File: src/rtl/snk68_pkg.sv
// Shared types and constants for the SNK68 68000 <-> Z80 sound mailbox.
package snk68_pkg;

    localparam int unsigned LATCH_W              = 8;
    localparam int unsigned NMI_PULSE_CE_DEFAULT = 4;
    localparam int unsigned NMI_GAP_CE_DEFAULT   = 2;

    typedef enum logic [1:0] {
        IDLE,
        PULSE,
        GAP
    } nmi_state_t;

endpackage

File: src/rtl/snk68_rise_det.sv
// Registered rising-edge detector: one-cycle event on each 0->1 transition of sig_i.
module snk68_rise_det (
    input  logic clk_i,
    input  logic reset_i,
    input  logic sig_i,
    output logic rise_o
);

    logic sig_q;

    always_ff @(posedge clk_i) begin
        if (reset_i) begin
            sig_q <= 1'b0;
        end else begin
            sig_q <= sig_i;
        end
    end

    assign rise_o = sig_i & ~sig_q;

endmodule

File: src/rtl/snk68_sound_latch.sv
// Inter-CPU mailbox: 68K->Z80 command latch with queued NMI pulses, Z80->68K reply latch.
module snk68_sound_latch
    import snk68_pkg::*;
#(
    parameter int unsigned NMI_PULSE_CE = NMI_PULSE_CE_DEFAULT,
    parameter int unsigned NMI_GAP_CE   = NMI_GAP_CE_DEFAULT
) (
    input  logic        clk_i,
    input  logic        reset_i,
    input  logic        z80_cen_i,
    input  logic        m68k_latch_cs_i,
    input  logic        z80_latch_read_cs_i,
    input  logic        m68k_uds_n_i,
    input  logic [15:0] m68k_dout_i,
    output logic [15:0] m68k_din_o,
    input  logic        z80_latch_cs_i,
    input  logic        z80_rd_n_i,
    input  logic        z80_wr_n_i,
    input  logic [7:0]  z80_dout_i,
    output logic [7:0]  z80_din_o,
    output logic        z80_nmi_n_o,
    output logic        latch1_full_o,
    output logic        latch2_full_o
);

    localparam int unsigned CntMax = (NMI_PULSE_CE > NMI_GAP_CE) ? NMI_PULSE_CE : NMI_GAP_CE;
    localparam int unsigned CntW   = $clog2(CntMax + 1);
    localparam logic [CntW-1:0] PulseLast = CntW'(NMI_PULSE_CE - 1);
    localparam logic [CntW-1:0] GapLast   = CntW'(NMI_GAP_CE - 1);

    logic m68k_wr_ev, z80_wr_ev, z80_rd_ev, m68k_rd_ev;

    snk68_rise_det u_m68k_wr (
        .clk_i   (clk_i),
        .reset_i (reset_i),
        .sig_i   (m68k_latch_cs_i & ~m68k_uds_n_i),
        .rise_o  (m68k_wr_ev)
    );

    snk68_rise_det u_z80_wr (
        .clk_i   (clk_i),
        .reset_i (reset_i),
        .sig_i   (z80_latch_cs_i & ~z80_wr_n_i),
        .rise_o  (z80_wr_ev)
    );

    snk68_rise_det u_z80_rd (
        .clk_i   (clk_i),
        .reset_i (reset_i),
        .sig_i   (z80_latch_cs_i & ~z80_rd_n_i),
        .rise_o  (z80_rd_ev)
    );

    snk68_rise_det u_m68k_rd (
        .clk_i   (clk_i),
        .reset_i (reset_i),
        .sig_i   (z80_latch_read_cs_i),
        .rise_o  (m68k_rd_ev)
    );

    logic [LATCH_W-1:0] latch1_q, latch2_q;
    logic               latch1_full_q, latch2_full_q;

    // A write and a read landing together leave the flag set: the new data is still unread.
    always_ff @(posedge clk_i) begin
        if (reset_i) begin
            latch1_q      <= '0;
            latch2_q      <= '0;
            latch1_full_q <= 1'b0;
            latch2_full_q <= 1'b0;
        end else begin
            if (m68k_wr_ev) begin
                latch1_q      <= m68k_dout_i[15:8];
                latch1_full_q <= 1'b1;
            end else if (z80_rd_ev) begin
                latch1_full_q <= 1'b0;
            end
            if (z80_wr_ev) begin
                latch2_q      <= z80_dout_i;
                latch2_full_q <= 1'b1;
            end else if (m68k_rd_ev) begin
                latch2_full_q <= 1'b0;
            end
        end
    end

    nmi_state_t     state_q;
    logic [CntW-1:0] cnt_q;
    logic           pending_q;
    logic           nmi_n_q;

    always_ff @(posedge clk_i) begin
        if (reset_i) begin
            state_q   <= IDLE;
            cnt_q     <= '0;
            pending_q <= 1'b0;
            nmi_n_q   <= 1'b1;
        end else begin
            case (state_q)
                IDLE: begin
                    if (m68k_wr_ev) begin
                        state_q <= PULSE;
                        cnt_q   <= '0;
                        nmi_n_q <= 1'b0;
                    end
                end
                PULSE: begin
                    if (m68k_wr_ev) begin
                        pending_q <= 1'b1;
                    end
                    if (z80_cen_i) begin
                        if (cnt_q == PulseLast) begin
                            state_q <= GAP;
                            cnt_q   <= '0;
                            nmi_n_q <= 1'b1;
                        end else begin
                            cnt_q <= cnt_q + 1'b1;
                        end
                    end
                end
                GAP: begin
                    if (z80_cen_i && cnt_q == GapLast) begin
                        cnt_q <= '0;
                        // A write arriving on the terminal cycle counts as a queued pulse too.
                        if (pending_q || m68k_wr_ev) begin
                            state_q   <= PULSE;
                            nmi_n_q   <= 1'b0;
                            pending_q <= pending_q & m68k_wr_ev;
                        end else begin
                            state_q <= IDLE;
                        end
                    end else begin
                        if (m68k_wr_ev) begin
                            pending_q <= 1'b1;
                        end
                        if (z80_cen_i) begin
                            cnt_q <= cnt_q + 1'b1;
                        end
                    end
                end
                default: state_q <= IDLE;
            endcase
        end
    end

    logic [7:0] unused_m68k_lo;
    assign unused_m68k_lo = m68k_dout_i[7:0];

    assign m68k_din_o    = z80_latch_read_cs_i ? {latch2_q, latch2_q} : 16'h0000;
    assign z80_din_o     = (z80_latch_cs_i && !z80_rd_n_i) ? latch1_q : 8'h00;
    assign z80_nmi_n_o   = nmi_n_q;
    assign latch1_full_o = latch1_full_q;
    assign latch2_full_o = latch2_full_q;

endmodule

File: config.mk
export PLATFORM = sky130hd
export DESIGN_NAME = snk68_sound_latch
export DESIGN_NICKNAME = d
export VERILOG_FILES = /design/src/rtl/snk68_pkg.sv /design/src/rtl/snk68_rise_det.sv /design/src/rtl/snk68_sound_latch.sv
export SDC_FILE = /design/constraint.sdc
export NUM_CORES = 1
export LEC_CHECK = 0
export ABC_CLOCK_PERIOD_IN_PS = 5250
export CORE_MARGIN = 2
export CORE_UTILIZATION = 46
export CTS_CLUSTER_SIZE = 40
export DETAILED_ROUTE_END_ITERATION = 10
export GPL_ROUTABILITY_DRIVEN = 1
export GPL_TIMING_DRIVEN = 1
export PLACE_DENSITY = 0.85
export SYNTH_ARGS = -nofsm -noshare
export SYNTH_HDL_FRONTEND = slang
export SYNTH_HIERARCHICAL = 1
export SYNTH_SLANG_ARGS = --single-unit
File: constraint.sdc
create_clock -name clk_i -period 5.25 [get_ports clk_i]
set_clock_uncertainty 0.05 [all_clocks]
set_input_delay 1.05 -clock clk_i [delete_from_list [all_inputs] [get_ports clk_i]]
set_output_delay 1.05 -clock clk_i [all_outputs]
set_load 0.02 [all_outputs]
==> results of run 1 <==
-- cells by family after synthesis --
group | synth area share (%)
AOI/OAI and AO/OA | 7.40
adders and majority gates | 7.57
buffers and inverters | 8.41
and+or+nand+nor | 25.5
DFF | 39.0
muxes | 12.1
-- layout make-up --
class	instances	area [um^2]	area share, %
clock inverter	2	10.0	0.494
multi-input combinational	103	782	38.6
clock buffer	6	41.3	2.04
sequential	29	581	28.6
tap	44	55.1	2.71
timing repair buffer	52	518	25.5
inverter	11	41.3	2.04
-- cells in the mapped netlist, drive strengths merged --
cell type,n
o21ai,2
clkbuf,5
and2,16
nand3b,4
mux2i,18
nor2,20
a21boi,1
buf,9
a221o,1
nor3,1
a211o,1
a311o,1
inv,11
o41ai,1
nor2b,11
nand2b,1
ha,9
a21oi,7
a22o,1
nand2,4
dfxtp,29
or3,1
or2,1
a222oi,1
nand4,1
-- cells in the final DEF, fill, tap and decap left out, types with 2 or more instances in the layout --
cell type,instances
sky130_fd_sc_hd__nor2b_1,3
sky130_fd_sc_hd__nand2_1,4
sky130_fd_sc_hd__ha_1,9
sky130_fd_sc_hd__inv_1,11
sky130_fd_sc_hd__clkinv_2,2
sky130_fd_sc_hd__nor2_1,20
sky130_fd_sc_hd__nand3b_1,4
sky130_fd_sc_hd__dfxtp_1,29
sky130_fd_sc_hd__clkbuf_4,5
sky130_fd_sc_hd__a21oi_1,7
sky130_fd_sc_hd__nor2b_4,8
sky130_fd_sc_hd__clkdlybuf4s50_1,51
sky130_fd_sc_hd__mux2i_1,18
sky130_fd_sc_hd__and2_1,16
-- metrics by stage --
| stage | area [um^2] | hold slack, ps | std cells | utilization (%) | setup WS [ps] |
|---|---|---|---|---|---|
| after CTS | 2030 | 438 | 247 | 66.4 | 1120 |
| after floorplan | 1490 | 402 | 157 | - | 2530 |
| after detailed placement | 1980 | 423 | 239 | 64.8 | 1130 |
| after global routing | 2030 | 477 | 247 | 66.4 | 999 |
| final | 2030 | 436 | 247 | 66.4 | 1210 |
| after global placement | 1980 | 414 | 239 | 64.8 | 1280 |
-- worst max path at each step --
| stage | end | cells past startpoint |
|---|---|---|
| 4_1_cts | z80_din_o[4] | 4 |
| 2_1_floorplan | z80_din_o[0] | 3 |
| 3_3_place_gp | z80_din_o[0] | 4 |
| 5_1_grt | z80_din_o[0] | 4 |
| 3_5_place_dp | z80_din_o[0] | 4 |
| 6_report | z80_din_o[0] | 4 |
-- power breakdown --
group / internal, uW / switching, uW / total (uW)
clock network: 50.8 / 73.8 / 125
registers: 239 / 15.3 / 254
logic: 92.1 / 89.8 / 182
total: 382 / 179 / 561
-- sequential cells by signal (all words and copies together), names as in the netlist, 2 cells and up --
| signal | count |
|---|---|
| latch1_q | 8 |
| state_q | 2 |
| cnt_q | 3 |
| latch2_q | 8 |
-- routing by layer --
layer  vias up  routed length, um  GRT usage (%)
met2        38               1730           35.0
met1       550               1250           20.4
met4         0                 53           9.32
li1        597                  -              -
met5         -                  0              0
met3         6                205           6.61
-- worst min-delay path, stage by stage, from the launching register on --
cell                       delay [ps]
sky130_fd_sc_hd__dfxtp_1          330
sky130_fd_sc_hd__nand2b_1          70
sky130_fd_sc_hd__a21oi_1           50
==> metrics.log, run 1 <==
INFO  metric clock_input_transition_at_the_sequential_cells_of_the_worst_setup_and_hold_paths = approximately 90 ps
INFO  metric root_buffer = sky130_fd_sc_hd__clkbuf_4
INFO  metric vias_in_the_first_global_route = about 1,200
INFO  metric worst_hold_path.endpoint = latch1_full_o$_SDFFE_PP0P_
INFO  metric global_route.usage.total = approximately a fifth
INFO  metric netlist_instances = around 160
INFO  metric grt_max_degree = 32
INFO  metric yosys.area.top_type_share = around two fifths
INFO  metric final_hold_viol_count = 0
INFO  metric grt_setup_unrepaired = no
INFO  metric holdCritStartpoint = latch1_full_o$_SDFFE_PP0P_
INFO  metric cts_hold_repair.buffers = 0
INFO  metric io_pins = 60
INFO  metric final.period_utilization = 76.9%
INFO  metric leakage_power_figure = ~0.00080 uW
INFO  metric synth_seq_cells = 29
INFO  metric r2r_setup_slack = 3110 ps
INFO  metric grt-ovfl-total = 0
INFO  metric final.min_clock_period = 4040 ps
INFO  metric maxClockFrequency = 248 MHz
INFO  metric maxSlewViolCount = 0
INFO  metric report.final.setup_viol = 0
INFO  metric design_power_total = roughly 560 uW
INFO  metric share_of_cells_above_drive_strength_1 = ~8.9%
INFO  metric setup.worst_path.end_class = output port
INFO  metric drt_antenna_net_count = 0
INFO  metric post_cts.repair.setup_buffers = 0
INFO  metric timing.critical_path.from_type = input pin
INFO  metric die_h = slightly above 60 um
INFO  metric initial_standard_cell_utilization_of_the_core = just under 50%
INFO  metric outcome = completed
INFO  metric worst_pin_slew = a little under 700 ps
INFO  metric crit_path_frequent_cell = sky130_fd_sc_hd__clkdlybuf4s50_1
INFO  metric whs_path_depth = 2
INFO  metric worst-setup-path-type = in2out
INFO  metric fp.coreArea = around 0.0031 mm^2
INFO  metric chipWidth = approximately 60 um
INFO  metric slew-limit-headroom = between 50% and 60%
INFO  metric netlist_top_cells_area = sky130_fd_sc_hd__dfxtp_1, sky130_fd_sc_hd__mux2i_1, sky130_fd_sc_hd__ha_1
INFO  metric synth_cell_types = 28
INFO  metric clock_tree.buffer_depth = 2
INFO  metric clock_insertion_delay_worst_skew = roughly 320 ps
INFO  metric final_net_count = approximately 240
INFO  metric avgViaCountPerCell = 4.82
INFO  metric critical_path_cell_by_cell = clkdlybuf4s50_1, nor2b_1, and2_1, clkdlybuf4s50_1
INFO  metric place.detailed.hpwl = roughly 2.5 mm
INFO  metric drt-initial-drc-count = 27
INFO  metric r2r_cells = 5
INFO  metric rows = 20
INFO  metric critical-path-top-delay-family = buffers and inverters
INFO  metric cts_repair_resize_count = 0
INFO  metric startpoint = z80_latch_cs_i
INFO  metric gp_congestion = approximately 0.73
INFO  metric routed_len_inst = 13.1 um
INFO  metric worst_path_largest_cell_delay = roughly 600 ps
INFO  metric fillers = around 280
INFO  metric dieArea = between 0.003 and 0.004 mm^2
INFO  metric via_count = ~1,200
INFO  metric grt_first_pass_wirelength = ~5.2 mm
INFO  metric ir_worst_vdd = 0.000174 V
INFO  metric synth_warnings = 6
INFO  metric required = slightly above 4000 ps
INFO  metric place.port_buffers = between 50 and 60
INFO  metric slowest_stage = sky130_fd_sc_hd__clkdlybuf4s50_1
INFO  metric syn_area_per_cell = between 9 and 10 um^2
INFO  metric setup_tns = 0 ps
INFO  metric n_antenna_cell = 0
INFO  metric cap_violations = 0
INFO  metric numCtsBuffers = 5
INFO  metric detail_route.drc_violations = 0
INFO  metric crit_path_max_fanout = 10
INFO  metric syn_nets = just under 200
INFO  metric h-tree-depth = 2
INFO  metric timing.rr.start = u_m68k_wr/sig_q$_SDFF_PP0_
INFO  metric areaGrowthSynthToFinish = 36.3%
INFO  metric count_of_buffering_cells_on_the_critical_path_with_inverters_included = 2
INFO  metric tritoncts = built
INFO  metric grt_antenna_before_repair = 0
INFO  metric p_per_area = ~280 mW/mm^2
INFO  metric number_of_iterations_in_the_first_detailed_routing_pass = 4
INFO  metric post_route_wl = about 3.2 mm
INFO  metric synth_area = between 0.001 and 0.0015 mm^2
INFO  metric worstHoldPathType = reg2reg
INFO  metric synth.largest_area_cell = sky130_fd_sc_hd__dfxtp_1
INFO  metric cts.sink_count = 29
INFO  metric cp.arrival = approximately 2900 ps
INFO  metric synth_sequential_area_ratio = 39.0%
INFO  metric r2r-end = z80_nmi_n_o$_SDFFE_PP1P_
Note: power is estimated with default switching activity, not from simulation.
==> run 2: changes to the inputs <==
- ABC_CLOCK_PERIOD_IN_PS: 5250 -> 3750
- CORE_UTILIZATION: 46 -> 43
- PLACE_DENSITY: 0.85 -> 0.8
- clock period: 5.25 -> 3.75 ns (I/O delays scaled with it)
==> run 2 against run 1 <==
Worst setup slack lost 540 ps. Non-clock buffer count rose by 2. Core utilization shrank 5.1 points.
==> metrics.log, run 2 (same netlist as run 1, synthesis figures left out) <==
INFO  metric drt_antenna_net_count = 0 (unchanged)
INFO  metric cp.arrival = 2270 ps (-670 ps)
INFO  metric number_of_iterations_in_the_first_detailed_routing_pass = 4 (unchanged)
INFO  metric report.final.setup_viol = 0 (unchanged)
INFO  metric initial_standard_cell_utilization_of_the_core = 44.6% (-4.1 points)
INFO  metric final.min_clock_period = 3070 ps
INFO  metric critical_path_cell_by_cell = clkdlybuf4s50_1, nor2b_1, buf_4, and2_1, clkdlybuf4s50_1
INFO  metric pre_cts_ws = 687 ps (-446 ps)
INFO  metric design_power_total = 779 uW (+39%)
INFO  metric io_pins = 60 (unchanged)
INFO  metric holdCritStartpoint = latch2_full_o$_SDFFE_PP0P_
INFO  metric clock_insertion_delay_worst_skew = 310 ps (about the same)
INFO  metric detail_route.drc_violations = 0 (unchanged)
INFO  metric clock_input_transition_at_the_sequential_cells_of_the_worst_setup_and_hold_paths = 80 ps (about the same)
INFO  metric post-route-worst-setup-slack = 675 ps (-535 ps)
INFO  metric critical-path-top-delay-family = buffers and inverters
INFO  metric cts_repair_resize_count = 0 (unchanged)
INFO  metric worst_pin_slew = 804 ps (+117 ps)
INFO  metric chipWidth = 62.8 um (+3.2%)
INFO  metric global_route.usage.total = 15.5% (-4.0 points)
INFO  metric grt_first_pass_wirelength = 4.94 mm (-5.3%)
INFO  metric final_hold_viol_count = 0 (unchanged)
INFO  metric mostFrequentLayoutCells = sky130_fd_sc_hd__clkdlybuf4s50_1, sky130_fd_sc_hd__dfxtp_1, sky130_fd_sc_hd__nor2_1
INFO  metric reg.largest.list = latch1_q x8, latch2_q x8, cnt_q x3
INFO  metric crit_path_frequent_cell = sky130_fd_sc_hd__clkdlybuf4s50_1
INFO  metric setup_tns = 0 ps (unchanged)
INFO  metric die_h = 62.8 um (+3.2%)
INFO  metric post_cts.repair.setup_buffers = 0 (unchanged)
INFO  metric startpoint = z80_latch_cs_i
INFO  metric share_of_cells_above_drive_strength_1 = 9.76% (+0.89 points)
INFO  metric post_route_wl = 2.89 mm (-11%)
INFO  metric clock_tree.buffer_depth = 2 (unchanged)
INFO  metric required = 2950 ps (-1200 ps)
INFO  metric tritoncts = built
INFO  metric hold_slack = 436 ps (+0.510 ps)
INFO  metric maxSlewViolCount = 0 (unchanged)
INFO  metric grt_max_degree = 22 (-31%)
INFO  metric slew-limit-headroom = 46.2% (-7.8 points)
INFO  metric outcome = completed
INFO  metric place.port_buffers = 51 (unchanged)
INFO  metric root_buffer = sky130_fd_sc_hd__clkbuf_4
INFO  metric layout_commonest_cell = sky130_fd_sc_hd__clkdlybuf4s50_1
INFO  metric h-tree-depth = 2 (unchanged)
INFO  metric place.detailed.hpwl = 2.27 mm (-7.7%)
INFO  metric avgViaCountPerCell = 4.77 (-1.1%)
INFO  metric timing.critical_path.from_type = input pin
INFO  metric ir_worst_vdd = 0.000276 V (+59%)
INFO  metric p_per_area = 381 mW/mm^2 (+38%)
INFO  metric setup.worst_path.end_class = output port
INFO  metric grt_setup_unrepaired = no
INFO  metric areaGrowthSynthToFinish = 37.5%
INFO  metric worstHoldPathType = reg2reg
INFO  metric timing.rr.start = state_q[0]$_SDFFE_PP0P_
INFO  metric worst-setup-path-type = in2out
INFO  metric via_count = 1,197 (+0.50%)
INFO  metric cts_hold_repair.buffers = 0 (unchanged)
INFO  metric n_antenna_cell = 0 (unchanged)
INFO  metric count_of_buffering_cells_on_the_critical_path_with_inverters_included = 3 (+1)
INFO  metric crit_path_max_fanout = 10 (unchanged)
INFO  metric rows = 21 (+5.0%)
INFO  metric numCtsBuffers = 5 (unchanged)
INFO  metric routed_len_inst = 11.5 um (-12%)
INFO  metric drt-initial-drc-count = 41 (+52%)
INFO  metric leakage_power_figure = 0.000807 uW (+1.3%)
INFO  metric final_net_count = 246 (+0.82%)
INFO  metric cts.sink_count = 29 (unchanged)
INFO  metric cap_violations = 0 (unchanged)
INFO  metric slowest_stage = sky130_fd_sc_hd__clkdlybuf4s50_1
INFO  metric finalInstanceArea = 0.00205 mm^2 (+0.86%)
INFO  metric worst_path_largest_cell_delay = 620 ps (+20 ps)
INFO  metric gp_congestion = 0.877 (+20%)
INFO  metric grt_antenna_before_repair = 0 (unchanged)
INFO  metric grt-ovfl-total = 0 (unchanged)
INFO  metric final.period_utilization = between 80% and 90%
INFO  metric post_dp_cell_area = 0.00199 mm^2 (+0.89%)
INFO  metric maxClockFrequency = between 300 and 400 MHz
INFO  metric vias_in_the_first_global_route = 1,163 (-3.8%)
INFO  metric dieArea = 0.00395 mm^2 (+6.5%)
INFO  metric fp.coreArea = 0.00334 mm^2 (+9.3%)
-- run 2: cell types whose count changed in the layout (fill, tap and decap cells not counted) --
cell,delta
sky130_fd_sc_hd__buf_4,+2
-- run 2: routing by layer --
metal / global-route usage [%] / vias up / share of wire [%]
met3: 5.77 / 9 / 8.4
met5: 0 / - / 0
li1: - / 599 / -
met1: 15.8 / 535 / 39
met4: 5.83 / 0 / 2.0
met2: 28.6 / 54 / 50
-- run 2: tightest hold or removal path, stage by stage (launching register included) --
cell,delay (ps)
sky130_fd_sc_hd__dfxtp_1,330
sky130_fd_sc_hd__a21oi_1,60
sky130_fd_sc_hd__nor2_1,70
-- run 2: path summary, 6_finish.rpt --
kind / cells past startpoint / end / slack [ps]
setup reg to reg: 5 / z80_nmi_n_o$_SDFFE_PP1P_ / 1650
hold / removal: 2 / latch2_full_o$_SDFFE_PP0P_ / 440
setup / recovery: 5 / z80_din_o[7] / 680
hold reg to reg: 2 / latch2_full_o$_SDFFE_PP0P_ / 440
-- run 2: area by class of cell --
class	count	area [um^2]
Inverter	11	41.3
Sequential cell	29	581
Multi-Input combinational cell	103	782
Clock buffer	6	41.3
Fill cell	293	1290
Clock inverter	2	10.0
Tap cell	46	57.6
Timing Repair Buffer	54	533
-- run 2: power breakdown --
part	total (uW)	switching, uW	internal (uW)
combinational	254	123	131
sequential	353	18.9	334
clock	171	99.9	71.3
total	779	242	537
-- run 2: metrics by stage --
| step | util (%) | instances |
|---|---|---|
| final | 61.3 | 251 |
| after global routing | 61.3 | 251 |
| after CTS | 61.3 | 251 |
| after detailed placement | 59.8 | 243 |
| after global placement | 59.8 | 243 |
| after floorplan | - | 157 |
